## src/rtl/hazard_ctrl.sv

```systemverilog
// hazard_ctrl: load-use stall, redirect flush and mul/div EX occupancy control.
// Optional performance counters (stall_cnt, flush_cnt) exist only with HAZ_PERF_EN.
module hazard_ctrl #(
    parameter int MD_LAT = 4
) (
    input  logic        clk,
    input  logic        rst_n,
    input  logic [4:0]  id_rs1,
    input  logic [4:0]  id_rs2,
    input  logic        id_uses_rs1,
    input  logic        id_uses_rs2,
    input  logic [4:0]  ex_rd,
    input  logic        ex_memread,
    input  logic        ex_muldiv,
    input  logic        ex_redirect,
    output logic        pc_hold,
    output logic        ifid_hold,
    output logic        ifid_flush,
    output logic        idex_bubble,
    output logic        ex_hold,
    output logic        md_done
`ifdef HAZ_PERF_EN
    ,
    output logic [31:0] stall_cnt,
    output logic [31:0] flush_cnt
`endif
);

    localparam int CW = (MD_LAT > 2) ? $clog2(MD_LAT) : 1;
    localparam logic [CW-1:0] MD_INIT = CW'(MD_LAT - 2);

    typedef enum logic {
        RUN     = 1'b0,
        MD_BUSY = 1'b1
    } state_e;

    state_e          state_q, state_d;
    logic [CW-1:0]   md_cnt_q, md_cnt_d;
    logic            rs1_hit, rs2_hit, load_use;

    assign rs1_hit  = id_uses_rs1 && (id_rs1 == ex_rd);
    assign rs2_hit  = id_uses_rs2 && (id_rs2 == ex_rd);
    assign load_use = ex_memread && (ex_rd != 5'd0) && (rs1_hit || rs2_hit);

    always_comb begin
        state_d     = state_q;
        md_cnt_d    = md_cnt_q;
        pc_hold     = 1'b0;
        ifid_hold   = 1'b0;
        ifid_flush  = 1'b0;
        idex_bubble = 1'b0;
        ex_hold     = 1'b0;
        md_done     = 1'b0;

        unique case (state_q)
            RUN: begin
                if (ex_redirect) begin
                    ifid_flush  = 1'b1;
                    idex_bubble = 1'b1;
                end else if (ex_muldiv) begin
                    pc_hold   = 1'b1;
                    ifid_hold = 1'b1;
                    ex_hold   = 1'b1;
                    state_d   = MD_BUSY;
                    md_cnt_d  = MD_INIT;
                end else if (load_use) begin
                    pc_hold     = 1'b1;
                    ifid_hold   = 1'b1;
                    idex_bubble = 1'b1;
                end
            end
            MD_BUSY: begin
                if (md_cnt_q != '0) begin
                    pc_hold   = 1'b1;
                    ifid_hold = 1'b1;
                    ex_hold   = 1'b1;
                    md_cnt_d  = md_cnt_q - 1'b1;
                end else begin
                    md_done = 1'b1;
                    state_d = RUN;
                end
            end
        endcase

        // Outputs must drop the moment reset asserts, not at the next edge.
        if (!rst_n) begin
            pc_hold     = 1'b0;
            ifid_hold   = 1'b0;
            ifid_flush  = 1'b0;
            idex_bubble = 1'b0;
            ex_hold     = 1'b0;
            md_done     = 1'b0;
        end
    end

    always_ff @(posedge clk or negedge rst_n) begin
        if (!rst_n) begin
            state_q  <= RUN;
            md_cnt_q <= '0;
        end else begin
            state_q  <= state_d;
            md_cnt_q <= md_cnt_d;
        end
    end

`ifdef HAZ_PERF_EN
    logic [31:0] stall_cnt_q, stall_cnt_d;
    logic [31:0] flush_cnt_q, flush_cnt_d;

    always_comb begin
        stall_cnt_d = stall_cnt_q + {31'd0, pc_hold};
        flush_cnt_d = flush_cnt_q + {31'd0, ifid_flush};
    end

    always_ff @(posedge clk or negedge rst_n) begin
        if (!rst_n) begin
            stall_cnt_q <= '0;
            flush_cnt_q <= '0;
        end else begin
            stall_cnt_q <= stall_cnt_d;
            flush_cnt_q <= flush_cnt_d;
        end
    end

    assign stall_cnt = stall_cnt_q;
    assign flush_cnt = flush_cnt_q;
`endif

endmodule
```

## config.mk

```make
export PLATFORM = sky130hd
export DESIGN_NAME = hazard_ctrl
export DESIGN_NICKNAME = d
export VERILOG_FILES = /design/src/rtl/hazard_ctrl.sv
export SDC_FILE = /design/constraint.sdc
export NUM_CORES = 1
export LEC_CHECK = 0
export CAP_MARGIN = 30
export CORE_AREA = 2 2 39 41
export CTS_BUF_LIST = sky130_fd_sc_hd__clkbuf_4 sky130_fd_sc_hd__clkbuf_8
export CTS_CLUSTER_SIZE = 30
export DETAILED_ROUTE_END_ITERATION = 7
export DIE_AREA = 0 0 41 43
export PLACE_DENSITY = 0.67
export SLEW_MARGIN = 40
export SYNTH_ARGS = -nofsm -noshare
export SYNTH_HDL_FRONTEND = slang
export SYNTH_SLANG_ARGS = --single-unit
```

## constraint.sdc

```tcl
create_clock -name clk -period 2.8 [get_ports clk]
set_clock_uncertainty 0.1 [all_clocks]
set_input_delay 0.84 -clock clk [delete_from_list [all_inputs] [get_ports clk]]
set_output_delay 0.84 -clock clk [all_outputs]
set_load 0.05 [all_outputs]
```

Yosys cells after proc, flatten, opt, wreduce, memory -nomap -nowiden
Index checks and enable logic that the tools add are counted.
W data, S select, Z words.
- add/sub/neg operators: 1
- eq/ne operators: 5
- muxes and demuxes: 24
- bitwise operators: 1
- reductions and logical operators: 8
- operator list (operator ; number):
    $mux W1 ; 18
    $eq A5 B5 Y1 ; 2
    $mux W2 ; 3
    $reduce_bool A5 Y1 ; 1
    $logic_and A1 B1 Y1 ; 4
    $ne A2 B2 Y1 const B ; 2
    $pmux W1 S2 ; 2
    $pmux W2 S2 ; 1
    $reduce_and A3 Y1 ; 1
    $ne A2 B1 Y1 const B ; 1
    $reduce_bool A2 Y1 ; 1
    $sub A2 B1 Y2 const B ; 1
    $logic_or A1 B1 Y1 ; 1
    $not A1 Y1 ; 1
- flip-flop bits (word level): 3
- input port bits: 22
- output and inout bits: 6
- word-level logic and storage cells: 41

Logic depth before layout (Yosys ltp)
- depth in word-level cells: 9
- depth in mapped cells: 7
- gate-level depth less buffers: 6

Least setup slack after synthesis
Ideal clock, no wire load.
- path kind: input to output
- from: input port ex_redirect
- to: output port pc_hold
- arrival: 2606 ps
- data required time: 1860 ps
- slack: -746 ps
- stages: 5
- path buffers: 1
- cell sequence: mux2i_1 -> nand2_1 -> nor2_1 -> o21bai_1 -> buf_4
- cells in the longest elaborated chain, start to end: 3
- RTL lines (item ; RTL line ; RTL):
    start, declared ; 15 ; input logic ex_redirect,
    $mux W1 ; - ;
    $pmux W1 S2 ; - ;
    $mux W1 ; - ;
    end, declared ; 16 ; output logic pc_hold,
Every way passes these cells.

Final worst setup path
- from: input port ex_rd[4]
- to: output port ifid_hold
- cells in the longest elaborated chain, start to end: 9
- elaborated cells between the ends (all ways): 13
- those cells by class: eq/ne (2); mux (5); reduce/logical (6)
- RTL lines (item ; RTL line ; RTL):
    start, declared ; 12 ; input logic [4:0] ex_rd,
    $eq A5 B5 Y1, on equally long branches ; 41, 42 ;
    $logic_and A1 B1 Y1, on equally long branches ; 41, 42 ;
    $logic_or A1 B1 Y1 ; 43 ; assign load_use = ex_memread && (ex_rd != 5'd0) && (rs1_hit || rs2_hit);
    $logic_and A1 B1 Y1 * ; 43 ;
    $mux W1 * ; 66 ; end else if (load_use) begin
    $mux W1 * ; 60 ; end else if (ex_muldiv) begin
    $mux W1 * ; 57 ; if (ex_redirect) begin
    $pmux W1 S2 * ; 55 ; unique case (state_q)
    $mux W1 * ; 86 ; if (!rst_n) begin
    end, declared ; 17 ; output logic ifid_hold,
Every way passes the cells marked *; elsewhere a longest branch is shown, timed or not.

==> impl_metrics.csv <==
group,metric,value,unit
run_status,status,"finished with violations",
run_status,violations,"negative setup slack",
floorplanning,rows,14,
global_routing,antenna_found_initial,0,
timing,maxSlewViolCount,0,
global_routing,grt.overflow.total,0,
timing,finalSetupViolations,3,
timing,grt_setup_unrepaired,"yes",
logic_synthesis,synth_nets,63,
logic_synthesis,synthCells,40,
timing,worst_slew_pin_slew,0.321,ns
global_routing,grt_pass1_wl,1660,µm
drt,final_antenna_net_count,0,
drt,num_vias,401,
drt,drc,0,
placement,placed_cell_area,736,µm²
floorplanning,die_h,43,µm
logic_synthesis,ys_ff_latch,3,
drt,firstDrtPassIters,3,
clock_tree,numClockSinks,3,
floorplanning,initial_core_util,24.1,%
clock_tree,cts_made_buffers,3,
drt,routed_via_density,4.41,
logic_synthesis,synth_area,333,µm²
logic_synthesis,synth_area_per_cell,8.32,µm²
logic_synthesis,synth.distinct_cells,23,
finish,nets,99,
power,power.density,639,nW/µm²
timing,layout_min_cycle_time,2.95,ns
floorplanning,coreArea,1380,µm²
clock_tree,cts_hold_buffers,0,
setup_path,worstSetupEndpointType,"primary output",
finish,n_antenna_cell,0,
timing,hold_violations,0,
floorplanning,die_area,1760,µm²
clock_tree,clock_latency,0.24,ns
global_routing,track_usage,13.9,%
global_routing,grt_max_degree,8,
timing,layout_setup_ws,-0.154,ns
global_routing,first_global_vias,437,
clock_tree,clock_path_buffers,2,
placement,place_hpwl,790,µm
finish,drive_above_1_share,49.3,%
logic_synthesis,ys_warn_count,0,
placement,pre_cts_ws,-0.587,ns
logic_synthesis,yosysSeqAreaShare,22.6,%
placement,gp_congestion,0.655,
setup_path,path_class,"in2out",
timing,fin_tns_setup,-0.444,ns
setup_path,startpoint_type,"input port",
power,ir_worst_vdd,513,µV
power,p_leak,0.374,nW
floorplanning,io_pins,28,
placement,portBuffers,27,
clock_tree,cts_root_buf,"clkbuf_4",
logic_synthesis,yosysTopAreaCellShare,22.6,%
setup_path,critPathRequiredTime,1.86,ns
timing,clock.fmax,0.339,GHz
floorplanning,fp.dieW,41,µm
finish,synthToLayoutAreaGrowth,143,%
clock_tree,clkTransAtPathRegs,0.04,ns
hold_path,hold_class,"reg2reg",
drt,detail_route.wl_per_cell,11.6,µm
drt,wirelength,1050,µm
logic_synthesis,synth_top_area_cell,"dfrtp_1",
finish,design_area,810,µm²
setup_path,arrival,2.01,ns
job,drv_cap,0,
logic_synthesis,synthTopCellsByArea,"dfrtp_1 23%, xor2_1 21%, xnor2_1 5.3%",
clock_tree,cts_tree,"done",
timing,min_period_over_period,106,%
setup_path,cp_max_fo,3,
drt,drt-initial-drc-count,1,
timing,slew-limit-headroom,78.6,%
clock_tree,htreeDepth,1,
==> placed cells by master, fill, tap and decap left out, drive strengths merged, types with 3 or more instances in the layout <==
| cell type | instances |
|---|---|
| buf | 20 |
| clkbuf | 4 |
| clkdlybuf4s15 | 4 |
| dfrtp | 3 |
| dlygate4sd2 | 6 |
| nor2 | 4 |
| xor2 | 8 |
==> worst max-delay path: stages <==
cell and delay [ns]:
buf_6 0.10, or4_4 0.54, o21ai_4 0.15, or2_4 0.14, o21bai_4 0.09, buf_12 0.16
==> kinds of logic (layout without fill, tap and decap cells) <==
logic type	Yosys count	after routing	synth area share, %
AO/OA/AOI/OAI	7	7	13.9
XOR/XNOR	10	10	26.3
adder cells (fa/ha/maj)	1	1	3.76
buffers and inverters	3	38	4.51
flip-flops	3	3	22.6
multiplexers	1	1	3.01
AND/OR/NAND/NOR	15	15	25.9
==> synth_stat cells <==
library cell / n
a21o_1: 1
a21oi_1: 1
a32oi_1: 1
and2_0: 1
and3_1: 1
and3b_1: 1
buf_4: 1
dfrtp_1: 3
ha_1: 1
inv_1: 2
mux2i_1: 1
nand2_1: 2
nor2_1: 4
nor2b_1: 1
nor4_1: 2
o21ai_0: 1
o21ai_1: 1
o21bai_1: 2
or2_2: 1
or4_1: 1
or4b_1: 1
xnor2_1: 2
xor2_1: 8
==> stage by stage <==
stage	cells	hold WS, ns	util [%]	power (mW)
after floorplan	40	0.394	-	0.266
after global placement	87	0.412	53.2	0.413
after detailed placement	87	0.418	53.2	0.418
after CTS	91	0.427	57.3	0.524
after global routing	91	0.482	58.5	0.553
final	91	0.425	58.5	0.517
==> layout make-up <==
class,instances,area [µm²]
Multi-Input combinational cell,34,329
Clock buffer,4,30.0
Timing Repair Buffer,32,348
Sequential cell,3,75.1
Inverter,2,7.51
Fill cell,125,574
Tap cell,16,20.0
==> routing by layer <==
metal / wire length (µm) / vias up / global-route usage (%) / part of all wire (%)
li1: - / 207 / - / -
met1: 381 / 179 / 12.6 / 36
met2: 581 / 15 / 25.3 / 55
met3: 89 / 0 / 6.28 / 8.5
met4: 0 / 0 / 4.00 / 0
met5: 0 / - / 0 / 0
==> report_power, final <==
group	switching (mW)	leakage [nW]	internal, mW
clock network	0.0259	0.0184	0.0633
logic	0.168	0.321	0.175
registers	0.0194	0.0351	0.0659
total	0.214	0.374	0.304
==> what timing repair did <==
action	4_1_cts	5_1_grt
gates resized for setup	66	3
endpoints found under the setup margin	5	4
buffers inserted	0	0
pin swaps	18	6
endpoints found under the hold margin	0	0
==> flip-flops by register name (all words and copies together) (netlist names) <==
register and cells:
md_cnt_q 2, state_q 1
==> path summary, 6_finish.rpt <==
kind | endpoint | slack, ns | cells after the start | start
setup / recovery | ifid_hold | -0.15 | 6 | ex_rd[4]
hold / removal | md_cnt_q[1]$_DFFE_PN0P_ | 0.43 | 2 | md_cnt_q[1]$_DFFE_PN0P_
setup reg to reg | md_cnt_q[1]$_DFFE_PN0P_ | 1.50 | 6 | md_cnt_q[0]$_DFFE_PN0P_
hold reg to reg | md_cnt_q[1]$_DFFE_PN0P_ | 0.43 | 2 | md_cnt_q[1]$_DFFE_PN0P_
max in group asynchronous | md_cnt_q[1]$_DFFE_PN0P_ | 1.92 | 2 | rst_n
min in group asynchronous | md_cnt_q[0]$_DFFE_PN0P_ | 0.57 | 2 | rst_n
No activity file was read; power rests on OpenSTA's default activity.
